### src/rtl/score_pkg.sv
// rtl/score_pkg.sv - shared grade codes, weights, score constants and FSM states for score_accumulator
package score_pkg;

    localparam int SCORE_W   = 20;
    localparam int SCORE_MAX = 1000000;

    typedef enum logic [1:0] {
        GRADE_MISS    = 2'd0,
        GRADE_GREAT   = 2'd1,
        GRADE_PERFECT = 2'd2,
        GRADE_RSVD    = 2'd3
    } grade_e;

    localparam logic [1:0] WEIGHT_MISS    = 2'd0;
    localparam logic [1:0] WEIGHT_GREAT   = 2'd1;
    localparam logic [1:0] WEIGHT_PERFECT = 2'd2;

    typedef enum logic [1:0] {
        ST_IDLE = 2'd0,
        ST_LOAD = 2'd1,
        ST_DIV  = 2'd2,
        ST_DONE = 2'd3
    } state_e;

    function automatic logic [1:0] grade_weight(input logic [1:0] grade);
        case (grade)
            GRADE_GREAT:   grade_weight = WEIGHT_GREAT;
            GRADE_PERFECT: grade_weight = WEIGHT_PERFECT;
            default:       grade_weight = WEIGHT_MISS;
        endcase
    endfunction

endpackage

### src/rtl/seq_divider.sv
// rtl/seq_divider.sv - restoring unsigned divider, one quotient bit per cycle, with synchronous clear
module seq_divider #(
    parameter int NUM_W = 34,
    parameter int DEN_W = 13
) (
    input  logic             clk,
    input  logic             resetn,
    input  logic             clear,
    input  logic             start,
    input  logic [NUM_W-1:0] dividend,
    input  logic [DEN_W-1:0] divisor,
    output logic             busy,
    output logic             done,
    output logic [NUM_W-1:0] quotient
);

    localparam int CNT_W = $clog2(NUM_W + 1);

    logic [NUM_W-1:0] quo_q, quo_d;
    logic [DEN_W-1:0] rem_q, rem_d;
    logic [DEN_W-1:0] den_q, den_d;
    logic [CNT_W-1:0] cnt_q, cnt_d;
    logic [DEN_W:0]   trial;
    logic [DEN_W:0]   diff;

    always_comb begin
        quo_d = quo_q;
        rem_d = rem_q;
        den_d = den_q;
        cnt_d = cnt_q;
        trial = {rem_q, quo_q[NUM_W-1]};
        diff  = trial - {1'b0, den_q};
        if (clear) begin
            cnt_d = '0;
        end else if (cnt_q == '0) begin
            if (start) begin
                quo_d = dividend;
                rem_d = '0;
                den_d = divisor;
                cnt_d = CNT_W'(NUM_W);
            end
        end else begin
            // Dividend bits shift out of the top of quo_q as quotient bits shift in.
            if (trial >= {1'b0, den_q}) begin
                rem_d = diff[DEN_W-1:0];
                quo_d = {quo_q[NUM_W-2:0], 1'b1};
            end else begin
                rem_d = trial[DEN_W-1:0];
                quo_d = {quo_q[NUM_W-2:0], 1'b0};
            end
            cnt_d = cnt_q - CNT_W'(1);
        end
    end

    always_ff @(posedge clk or negedge resetn) begin
        if (!resetn) begin
            quo_q <= '0;
            rem_q <= '0;
            den_q <= '0;
            cnt_q <= '0;
        end else begin
            quo_q <= quo_d;
            rem_q <= rem_d;
            den_q <= den_d;
            cnt_q <= cnt_d;
        end
    end

    assign busy     = (cnt_q != '0);
    assign done     = (cnt_q == CNT_W'(1)) && !clear;
    assign quotient = quo_q;

endmodule

### src/rtl/score_accumulator.sv
// rtl/score_accumulator.sv - per-song hit counting and score = SCORE_MAX*weighted/(2*total) via seq_divider
// Optional combo tracking when SCORE_COMBO_EN is defined; otherwise combo/max_combo read 0.
module score_accumulator
    import score_pkg::*;
#(
    parameter int NOTE_W    = 12,
    parameter int SCORE_MAX = score_pkg::SCORE_MAX,
    parameter int NUM_W     = 34
) (
    input  logic               clk,
    input  logic               resetn,
    input  logic               song_start,
    input  logic [NOTE_W-1:0]  total_notes,
    input  logic               hit_valid,
    input  logic [1:0]         hit_grade,
    output logic [SCORE_W-1:0] score,
    output logic               score_valid,
    output logic               busy,
    output logic [NOTE_W-1:0]  note_count,
    output logic               song_done,
    output logic [NOTE_W-1:0]  combo,
    output logic [NOTE_W-1:0]  max_combo
);

    localparam int WS_W  = NOTE_W + 1;
    localparam int DEN_W = NOTE_W + 1;
    localparam logic [NUM_W-1:0] SCORE_MAX_N = NUM_W'(SCORE_MAX);

    state_e             state_q, state_d;
    logic [NOTE_W-1:0]  total_q, total_d;
    logic [NOTE_W-1:0]  note_count_q, note_count_d;
    logic [WS_W-1:0]    wsum_q, wsum_d;
    logic               pending_q, pending_d;
    logic [SCORE_W-1:0] score_q, score_d;
    logic               score_valid_q, score_valid_d;

    logic               accept;
    logic               div_start;
    logic               div_busy;
    logic               div_done;
    logic [NUM_W-1:0]   numerator;
    logic [DEN_W-1:0]   denominator;
    logic [NUM_W-1:0]   quotient;
    logic [SCORE_W-1:0] score_sat;

    assign accept = hit_valid && (hit_grade != GRADE_RSVD) && !song_start
                    && (note_count_q < total_q);

    assign numerator   = SCORE_MAX_N * {{(NUM_W-WS_W){1'b0}}, wsum_q};
    assign denominator = {total_q, 1'b0};
    assign score_sat   = (quotient > SCORE_MAX_N) ? SCORE_W'(SCORE_MAX) : quotient[SCORE_W-1:0];

    seq_divider #(
        .NUM_W (NUM_W),
        .DEN_W (DEN_W)
    ) u_div (
        .clk      (clk),
        .resetn   (resetn),
        .clear    (song_start),
        .start    (div_start),
        .dividend (numerator),
        .divisor  (denominator),
        .busy     (div_busy),
        .done     (div_done),
        .quotient (quotient)
    );

    always_comb begin
        state_d       = state_q;
        total_d       = total_q;
        note_count_d  = note_count_q;
        wsum_d        = wsum_q;
        pending_d     = pending_q;
        score_d       = score_q;
        score_valid_d = 1'b0;
        div_start     = 1'b0;

        if (accept) begin
            note_count_d = note_count_q + NOTE_W'(1);
            wsum_d       = wsum_q + WS_W'(grade_weight(hit_grade));
        end

        case (state_q)
            ST_IDLE: if (accept) state_d = ST_LOAD;
            ST_LOAD: begin
                div_start = !div_busy;
                state_d   = ST_DIV;
            end
            ST_DIV:  if (div_done) state_d = ST_DONE;
            ST_DONE: begin
                score_d       = score_sat;
                score_valid_d = 1'b1;
                state_d       = (pending_q || accept) ? ST_LOAD : ST_IDLE;
            end
            default: state_d = ST_IDLE;
        endcase

        // Hits landing mid-computation are folded into one follow-up recompute.
        if (accept && (state_q == ST_LOAD || state_q == ST_DIV))
            pending_d = 1'b1;
        if (state_d == ST_LOAD && state_q != ST_LOAD)
            pending_d = 1'b0;

        if (song_start) begin
            state_d       = ST_IDLE;
            total_d       = total_notes;
            note_count_d  = '0;
            wsum_d        = '0;
            pending_d     = 1'b0;
            score_d       = '0;
            score_valid_d = 1'b0;
            div_start     = 1'b0;
        end
    end

    always_ff @(posedge clk or negedge resetn) begin
        if (!resetn) begin
            state_q       <= ST_IDLE;
            total_q       <= '0;
            note_count_q  <= '0;
            wsum_q        <= '0;
            pending_q     <= 1'b0;
            score_q       <= '0;
            score_valid_q <= 1'b0;
        end else begin
            state_q       <= state_d;
            total_q       <= total_d;
            note_count_q  <= note_count_d;
            wsum_q        <= wsum_d;
            pending_q     <= pending_d;
            score_q       <= score_d;
            score_valid_q <= score_valid_d;
        end
    end

    assign score       = score_q;
    assign score_valid = score_valid_q;
    assign busy        = (state_q == ST_LOAD) || (state_q == ST_DIV);
    assign note_count  = note_count_q;
    assign song_done   = (note_count_q == total_q) && (total_q != '0);

`ifdef SCORE_COMBO_EN
    logic [NOTE_W-1:0] combo_q, combo_d;
    logic [NOTE_W-1:0] max_combo_q, max_combo_d;

    always_comb begin
        combo_d     = combo_q;
        max_combo_d = max_combo_q;
        if (song_start) begin
            combo_d     = '0;
            max_combo_d = '0;
        end else if (accept) begin
            combo_d = (hit_grade == GRADE_MISS) ? '0 : combo_q + NOTE_W'(1);
            if (combo_d > max_combo_q)
                max_combo_d = combo_d;
        end
    end

    always_ff @(posedge clk or negedge resetn) begin
        if (!resetn) begin
            combo_q     <= '0;
            max_combo_q <= '0;
        end else begin
            combo_q     <= combo_d;
            max_combo_q <= max_combo_d;
        end
    end

    assign combo     = combo_q;
    assign max_combo = max_combo_q;
`else
    assign combo     = '0;
    assign max_combo = '0;
`endif

endmodule

### config.mk
export PLATFORM = sky130hd
export DESIGN_NAME = score_accumulator
export DESIGN_NICKNAME = d
export VERILOG_FILES = /design/src/rtl/score_pkg.sv /design/src/rtl/seq_divider.sv /design/src/rtl/score_accumulator.sv
export SDC_FILE = /design/constraint.sdc
export NUM_CORES = 1
export LEC_CHECK = 0
export ABC_AREA = 1
export BUFFER_PORTS_ARGS = -buffer_cell sky130_fd_sc_hd__buf_2
export CAP_MARGIN = 10
export CORE_AREA = 2 2 148 150
export DETAILED_ROUTE_END_ITERATION = 16
export DIE_AREA = 0 0 150 152
export PLACE_DENSITY = 0.68
export SYNTH_ARGS = -nofsm -noshare
export SYNTH_HDL_FRONTEND = slang
export SYNTH_SLANG_ARGS = --single-unit
### constraint.sdc
create_clock -name clk -period 5 [get_ports clk]
set_clock_uncertainty 0.15 [all_clocks]
set_input_delay 1.5 -clock clk [delete_from_list [all_inputs] [get_ports clk]]
set_output_delay 1.5 -clock clk [all_outputs]
set_load 0.01 [all_outputs]
==> flow_summary.ini, run 1 <==
[power_and_ir_drop]
peakVddDrop_mv = 0.207
cellPowerDensity_nw_per_um2 = 403
p_leak_nw = 6.41

[detailed_routing]
drt_iter0_drc = 409
drt-vias-per-instance = 5.14
routedWlPerCell_um = 14.1
num_vias = 8799
drt-pass1-iter-count = 5
drc = 0
drtAntennaViolNets = 0
routed_wl_um = 24200

[worst_setup_path]
arrival_ns = 4.82
cp_max_fo = 7
path_buf_inv = 5
crit_chain = inv_1, fa_1, inv_1, ha_1, fa_1, fa_1, inv_1, fa_1, inv_1, ha_1, nand2_1, nor2_1, inv_1, nor3_1, nand2_1, nand3_1, nand3_1, nand2_1, nand2_1
cp_common_cell = inv_1
cpLargestDelayFamily = adder cells
endpoint_kind = flop
path_class = reg -> reg
cpMaxStageDelayCell = fa_1
startpoint = wsum_q[6]
reg2reg_from = wsum_q[6]
cp-start-kind = flop
cpPeakStageDelay_ns = 0.56
worstPathRequired_ns = 5.17

[logic_synthesis]
synthCells = 1366
seq_area_frac_synth = 0.300
async_flop_share = 1.00
synth_area_um2 = 10500
synth_seq_cells = 126
synth_ff_type = dfrtp_1
synth.avg_cell_area_um2 = 7.68
yosysWarnings = 0
ys_types = 46
synth_enable_flop_cells = 0

[sta]
setup_tns_ns = 0
hold_violations = 0
rsz0062_at_grt = false
report.final.setup_viol = 0
max_slew_margin = 0.514
holdWs_ns = 0.322
drv_slew = 0
fin_crit_sh = 0.930
timing.fmax_ghz = 0.215
fin_crit_ns = 4.65
worst_slew_pin_slew_ns = 0.727

[die]
die_h_um = 152
rows = 54
die-width_um = 150
initial_utilization = 0.492
fp.dieArea_um2 = 22800
boundaryPins = 77
core_area_um2 = 21400

[global_routing]
grt_use_met2 = 0.337
grt_pass1_vias = 8508
use_met1 = 0.331
grtUsageTotal = 0.223
busiest_layer = met2
overflow = 0
antenna_found_initial = 0
grt_max_degree = 127
grt_pass1_wl_um = 41200
grt_use_met3 = 0.0360

[cts]
hold_buffers = 0
h-tree-depth = 4
cts_buffers = 17
cts_resized = 0
clock-sinks = 126
clk_latency_ns = 0.43
post_cts_buffers = 0
path_clk_slew_ns = 0.07
clockRootBuffer = clkbuf_16
clockBufferDepth = 2
cts_tree = built

[final_layout]
fin_nets = 1602
fillers = 2050
area_delta_synth_final_pct = 10.3
drive_gt1_frac = 0.0886
multi_input_area_um2 = 6190
final_design_area_no_fill_um2 = 11600
num_antenna_cells = 0
seq_area_um2 = 3160

[flow_run]
drv_cap = 0

[placement]
place_area_um2 = 11000
dp_hpwl_um = 18200
io_buffer_count = 52
gp_congestion = 0.918

[worst_hold_path]
min_from = score[4]
hold_path_class = reg -> reg

[outcome]
status = finished, final reports clean
-- cell families after synthesis --
logic type | Yosys count | synth area share
buf+inv | 291 | 0.118
xor+xnor | 24 | 0.0200
fa+ha+maj | 164 | 0.226
flops | 126 | 0.300
simple gates | 584 | 0.239
compound gates | 176 | 0.0963
other cells | 1 | 0.000357
-- flip-flops by register name, indices dropped and copies added (netlist names) --
name / flops
u_div.rem_q: 13
state_q: 2
u_div.quotient: 34
score: 20
total_q: 12
note_count: 12
u_div.den_q: 12
pending_q: 1
wsum_q: 13
score_valid: 1
u_div.cnt_q: 6
-- worst register-to-register path, cell delays in order (launching register included) --
cell and delay, ns:
dfrtp_2 0.45, inv_1 0.13, fa_1 0.49, inv_1 0.06, ha_1 0.30, fa_1 0.49, fa_1 0.56, inv_1 0.06
fa_1 0.53, inv_1 0.04, ha_1 0.35, nand2_1 0.11, nor2_1 0.10, inv_1 0.07, nor3_1 0.16, nand2_1 0.13
nand3_1 0.12, nand3_1 0.11, nand2_1 0.10, nand2_1 0.05
-- stage by stage --
step | total power, mW | setup WS (ns) | util | std cells
after global placement | 3.35 | 0.420 | 0.513 | 1679
after detailed placement | 3.39 | 0.341 | 0.513 | 1679
after floorplan | 3.00 | 0.579 | - | 1389
after global routing | 5.06 | 0.0376 | 0.542 | 1713
final | 4.66 | 0.348 | 0.542 | 1713
after CTS | 4.68 | 0.288 | 0.541 | 1711
-- cell type report --
class	instances	area share
Sequential cell	126	0.273
Clock inverter	15	0.0145
Multi-Input combinational cell	972	0.535
Tap cell	280	0.0303
Inverter	235	0.0767
Clock buffer	17	0.0368
Timing Repair Buffer	68	0.0342
-- where the power goes --
part	leakage, nW	internal, mW	total [mW]	switching (mW)
Sequential	1.63	1.29	1.48	0.185
Clock	0.286	0.712	1.27	0.563
Combinational	4.49	0.687	1.91	1.22
-- Yosys cell counts, drive strengths merged (16+ instances only) --
cell,n,share of area
nand2,348,0.13
inv,234,0.084
dfrtp,126,0.30
ha,121,0.14
nor2,91,0.033
nand3,86,0.043
o21ai,76,0.038
a21oi,50,0.025
buf,48,0.031
fa,43,0.082
nand4,23,0.014
nor3,19,0.011
xor2,17,0.014
o22ai,16,0.0095
-- final timing paths --
| path | end | slack [ns] | depth (start not counted) |
|---|---|---|---|
| worst min-delay path | score[4] | 0.32 | 2 |
| worst max-delay path | u_div.quotient[25] | 0.35 | 19 |
| worst max register to register | u_div.quotient[25] | 0.35 | 19 |
| max in group asynchronous | wsum_q[6] | 3.15 | 2 |
| min in group asynchronous | u_div.rem_q[7] | 1.00 | 2 |
| worst min register to register | score[4] | 0.32 | 2 |
-- cell usage in the layout, fill, tap and decap left out, drive strengths merged --
cell type | netlist | final
buf | 48 | 68
o22ai | 16 | 16
a21o | 2 | 2
a211oi | 3 | 3
nand3 | 86 | 86
dfrtp | 126 | 126
nand3b | 2 | 2
a21oi | 50 | 50
nor2 | 91 | 91
o21bai | 4 | 4
o21a | 8 | 8
fa | 43 | 43
nand4 | 23 | 23
a21boi | 1 | 1
conb | 1 | 24
bufinv | 0 | 1
o31ai | 2 | 2
clkinvlp | 0 | 2
or2 | 4 | 4
and2 | 4 | 4
clkbuf | 8 | 17
xor2 | 17 | 17
nor3 | 19 | 19
clkinv | 1 | 3
xnor2 | 7 | 7
a31oi | 1 | 1
nor4 | 6 | 6
o211ai | 10 | 10
o21ai | 76 | 76
ha | 121 | 121
nand2 | 348 | 348
inv | 234 | 244
a22oi | 3 | 3
nor3b | 1 | 1
-- routing by layer --
metal | up-vias | wire (um)
li1 | 4450 | -
met1 | 4122 | 12000
met2 | 201 | 10800
met3 | 26 | 1090
met4 | 0 | 302
met5 | - | 0
(Power assumes the default switching activity.)
==> run 2, diff against run 1 <==
- ABC_AREA: 1 -> 0
- CORE_AREA: 2 2 148 150 -> 2 2 128 161
- DIE_AREA: 0 0 150 152 -> 0 0 130 163
- PLACE_DENSITY: 0.68 -> 0.67
==> flow_summary.ini, run 2 <==
[outcome]
status = finished, final reports clean

[final_layout]
area_delta_synth_final_pct = 12.1
num_antenna_cells = 0
fin_cells = 1367
fin_nets = 1266
fin_util = 0.545
drive_gt1_frac = 0.126
final_design_area_no_fill_um2 = 10800
largest_reg_flops = 34
final_cell_mix = inv_1, dfrtp_1, ha_1

[worst_setup_path]
cp-start-kind = flop
cpLargestDelayFamily = adder cells
endpoint_kind = flop
cpPeakStageDelay_ns = 0.55
path_buf_inv = 4
cp_max_fo = 6
crit_chain = fa_1, inv_1, fa_1, inv_1, ha_1, fa_1, inv_1, fa_1, inv_1, ha_1, o21a_1, nor2_1, nor2_1, a21o_1, a31oi_1, mux2i_1, nand3_1
worstPathRequired_ns = 5.14
path_class = reg -> reg
cpMaxStageDelayCell = fa_1
arrival_ns = 4.89

[logic_synthesis]
synthAdderAreaFrac = 0.247
ys_types = 70
synth.most_common_cell = dfrtp_1
seq_area_frac_synth = 0.328
synth_top_family_by_area = adder cells
synth_seq_cells = 126
yosysWarnings = 0
synth.avg_cell_area_um2 = 9.41
synth_commonest_cells = dfrtp_1, inv_1, ha_1
synth_area_um2 = 9630
yosysTopAreaCellShare = 0.328
synthXorXnorAreaFrac = 0.0264
synth_enable_flop_cells = 0
synth_ff_type = dfrtp_1
netlist_top_cells_area = dfrtp_1, ha_1, fa_1, inv_1, nand2_1
synth_mux_area_frac = 0.0108
async_flop_share = 1.00
synthCells = 1023
synth_top_area_cell = dfrtp_1
synth-compound-area-share = 0.174
synthSimpleGateAreaFrac = 0.132

[detailed_routing]
drt_iter0_drc = 474
routed_wl_um = 21600
drc = 0
drt-vias-per-instance = 5.44
num_vias = 7442
routedWlPerCell_um = 15.8
drtAntennaViolNets = 0
drt-pass1-iter-count = 5

[global_routing]
antenna_found_initial = 0
grt_pass1_vias = 7344
grt_pass1_wl_um = 36000
overflow = 0
grt_max_degree = 66
grtUsageTotal = 0.214

[sta]
report.final.setup_viol = 0
fin_crit_ns = 4.74
setup_tns_ns = 0
rsz0062_at_grt = true
timing.fmax_ghz = 0.211
worst_slew_pin_slew_ns = 1.13
max_slew_margin = 0.242
fin_crit_sh = 0.949
hold_violations = 0
drv_slew = 0
worst_slack_ns = 0.257
holdWs_ns = 0.328

[die]
die_h_um = 163
fp.dieArea_um2 = 21200
core_area_um2 = 19800
boundaryPins = 77
initial_utilization = 0.486
rows = 58
die-width_um = 130

[placement]
dp.cells = 1332
place_area_um2 = 10200
io_buffer_count = 52
place_ws_ns = 0.140
dp_hpwl_um = 16100
gp_congestion = 0.888

[cts]
cts_buffers = 17
clk_latency_ns = 0.42
clockBufferDepth = 2
path_clk_slew_ns = 0.06
h-tree-depth = 4
clockRootBuffer = clkbuf_16
clock-sinks = 126
hold_buffers = 0
cts_tree = built

[power_and_ir_drop]
peakVddDrop_mv = 0.255
power.total_mw = 4.34
cellPowerDensity_nw_per_um2 = 402
p_leak_nw = 5.55

[flow_run]
drv_cap = 0

[worst_hold_path]
hold_path_class = reg -> reg
[run 2: changes by cell type in the layout (fill, tap and decap cells not counted), moves of 10 or more]
cell     delta
nand2_1   -245
inv_1     -108
nand3_1    -57
nor2_1     -26
o21ai_1    -21
a22o_1     +20
a31oi_1    +14
nand4_1    -10
nor2b_1    +10
[run 2: logic make-up after synthesis]
group / after synthesis
AND/OR/NAND/NOR: 269
adder cells (fa/ha/maj): 164
buffers and inverters: 182
multiplexers: 10
flip-flops: 126
other: 1
XOR/XNOR: 29
AO/OA/AOI/OAI: 242
[run 2: final cells by class]
cell class / count / area (um2)
fillers: 1815 / 9020
well taps: 270 / 338
clock inverters: 15 / 150
clock buffers: 17 / 425
multi-input cells: 738 / 5800
repair buffers: 77 / 463
inverters: 124 / 465
flip-flops and latches: 126 / 3160
[run 2: what timing repair did]
item                       in CTS  in global routing
resized for setup               0                  6
setup buffers                   0                  3
setup endpoints to repair       0                  8
[run 2: power by group]
group,switching [mW],internal (mW)
Sequential,0.242,1.28
Clock,0.520,0.700
Combinational,0.954,0.644
[run 2: final timing paths]
check | startpoint | to | slack, ns | cells past startpoint
max | wsum_q[1] | u_div.quotient[25] | 0.26 | 17
min | u_div.den_q[5] | u_div.den_q[5] | 0.33 | 2
max reg2reg | wsum_q[1] | u_div.quotient[25] | 0.26 | 17
min reg2reg | u_div.den_q[5] | u_div.den_q[5] | 0.33 | 2
max in group asynchronous | resetn | score[10] | 2.86 | 2
min in group asynchronous | resetn | u_div.rem_q[8] | 1.03 | 1
[run 2: layer usage]
metal | up-vias | GRT usage | wire [um] | share of wire
li1 | 3671 | - | - | -
met1 | 3586 | 0.282 | 9960 | 0.46
met2 | 155 | 0.364 | 10600 | 0.49
met5 | - | 0 | 0 | 0
met3 | 30 | 0.0302 | 593 | 0.027
met4 | 0 | 0.0650 | 451 | 0.021
[run 2: worst min-delay path: stages, from the launching register on]
cell     delay [ns]
dfrtp_1        0.34
nand2_1        0.04
o21ai_0        0.06
==> run 3, diff against run 2 <==
- BUFFER_PORTS_ARGS: -buffer_cell sky130_fd_sc_hd__buf_2 -> unset
- DONT_BUFFER_PORTS: unset -> 1
- PLACE_DENSITY: 0.67 -> 0.7
==> flow_summary.ini, run 3 (same netlist as run 2, synthesis figures left out) <==
[placement]
io_buffer_count = 0
place_ws_ns = 0.0902
place_area_um2 = 9850
dp_hpwl_um = 16000
gp_congestion = 0.902

[sta]
worst_slew_pin_slew_ns = 1.11
timing.fmax_ghz = 0.209
setup_tns_ns = 0
drv_slew = 0
fin_crit_sh = 0.958
report.final.setup_viol = 0
fin_crit_ns = 4.79
max_slew_margin = 0.255
hold_violations = 0
rsz0062_at_grt = false
worst_slack_ns = 0.211
holdWs_ns = 0.331

[worst_setup_path]
ff2ff_setup_slack_ns = 0.21
reg2reg_to = u_div.quotient[26]
path_class = reg -> reg
ff2ff_path_depth = 16
worstPathRequired_ns = 5.12
cp-start-kind = flop
cpMaxStageDelayCell = fa_1
cpLargestDelayFamily = adder cells
cpPeakStageDelay_ns = 0.48
crit_chain = buf_4, ha_1, fa_1, ha_1, inv_1, fa_1, inv_1, fa_1, ha_1, and4_1, a221oi_2, o21ai_1, a2111oi_4, o31ai_1, xnor2_1, o22ai_1
cp_max_fo = 10
reg2reg_from = wsum_q[3]
endpoint_kind = flop
arrival_ns = 4.90
path_buf_inv = 3
path_depth = 16

[worst_hold_path]
hold_path_class = reg -> reg
min_from = u_div.den_q[6]
hold_depth = 2
hold-path-endpoint = u_div.den_q[6]

[power_and_ir_drop]
peakVddDrop_mv = 0.228
p_leak_nw = 5.26
cellPowerDensity_nw_per_um2 = 414

[die]
boundaryPins = 77
rows = 58
fp.dieArea_um2 = 21200
die_h_um = 163
die-width_um = 130
initial_utilization = 0.486
core_area_um2 = 19800

[global_routing]
overflow = 0
grtUsageTotal = 0.212
grt_pass1_wl_um = 35300
grt_max_degree = 127
antenna_found_initial = 0
grt_pass1_vias = 7111

[detailed_routing]
drt-pass1-iter-count = 5
drt_iter0_drc = 386
num_vias = 7186
routed_wl_um = 21200
drtAntennaViolNets = 0
routedWlPerCell_um = 16.2
drt-vias-per-instance = 5.50
drc = 0

[final_layout]
area_delta_synth_final_pct = 8.73
final_design_area_no_fill_um2 = 10500
multi_input_area_um2 = 5780
num_antenna_cells = 0
drive_gt1_frac = 0.0733
largest_reg_flops = 34
fin_util = 0.528
seq_area_um2 = 3160
fillers = 1776
final_cell_mix = inv_1, dfrtp_1, ha_1
fin_nets = 1206

[flow_run]
drv_cap = 0

[cts]
clockBufferDepth = 2
clk_latency_ns = 0.43
cts_buffers = 17
clock-sinks = 126
cts_tree = built
h-tree-depth = 4
hold_buffers = 0
clockRootBuffer = clkbuf_16
path_clk_slew_ns = 0.06

[outcome]
status = finished, final reports clean
[run 3: changes by cell type in the layout (fill, tap and decap cells not counted), sizes merged]
cell,previous run,this run
clkinvlp,3,2
buf,77,17
bufinv,1,2
[run 3: cell type report]
class                           count  share of cell area
Multi-Input combinational cell    738               0.552
Tap cell                          270              0.0323
Clock buffer                       17              0.0406
Inverter                          124              0.0445
Clock inverter                     15              0.0167
Timing Repair Buffer               17              0.0122
Sequential cell                   126               0.301
[run 3: what timing repair did]
action / in CTS / in global routing
endpoints found under the setup margin: 0 / 5
buffers inserted: 0 / 1
resized for setup: 0 / 3
[run 3: tightest hold or removal path, cell delays in order, from the launching register on]
cell and delay, ns:
dfrtp_1 0.34, nand2_1 0.05, o21ai_0 0.06
[run 3: worst max path at each step]
stage / from / endpoint / slack [ns]
after global routing: wsum_q[3] / u_div.quotient[26] / 0.001
after global placement: wsum_q[2] / u_div.quotient[29] / 0.21
final: wsum_q[3] / u_div.quotient[26] / 0.21
after CTS: wsum_q[2] / u_div.quotient[29] / 0.07
after detailed placement: wsum_q[2] / u_div.quotient[29] / 0.09
after floorplan: wsum_q[4] / u_div.quotient[29] / 0.22
[run 3: power breakdown]
part | total [mW] | internal, mW | switching (mW)
logic | 1.55 | 0.632 | 0.917
registers | 1.51 | 1.28 | 0.238
clock network | 1.27 | 0.751 | 0.518
total | 4.33 | 2.66 | 1.67
[run 3: metal layers]
metal | part of all wire | vias up | track usage
li1 | - | 3531 | -
met1 | 0.44 | 3474 | 0.267
met2 | 0.50 | 143 | 0.360
met3 | 0.036 | 38 | 0.0407
met4 | 0.025 | 0 | 0.0767
met5 | 0 | - | 0
[run 3: metrics by stage]
stage,total power [mW],cells
finish,4.33,1307
floorplan,2.79,1046
global route,4.66,1307
global placement,3.03,1274
detailed placement,3.08,1274
CTS,4.36,1306
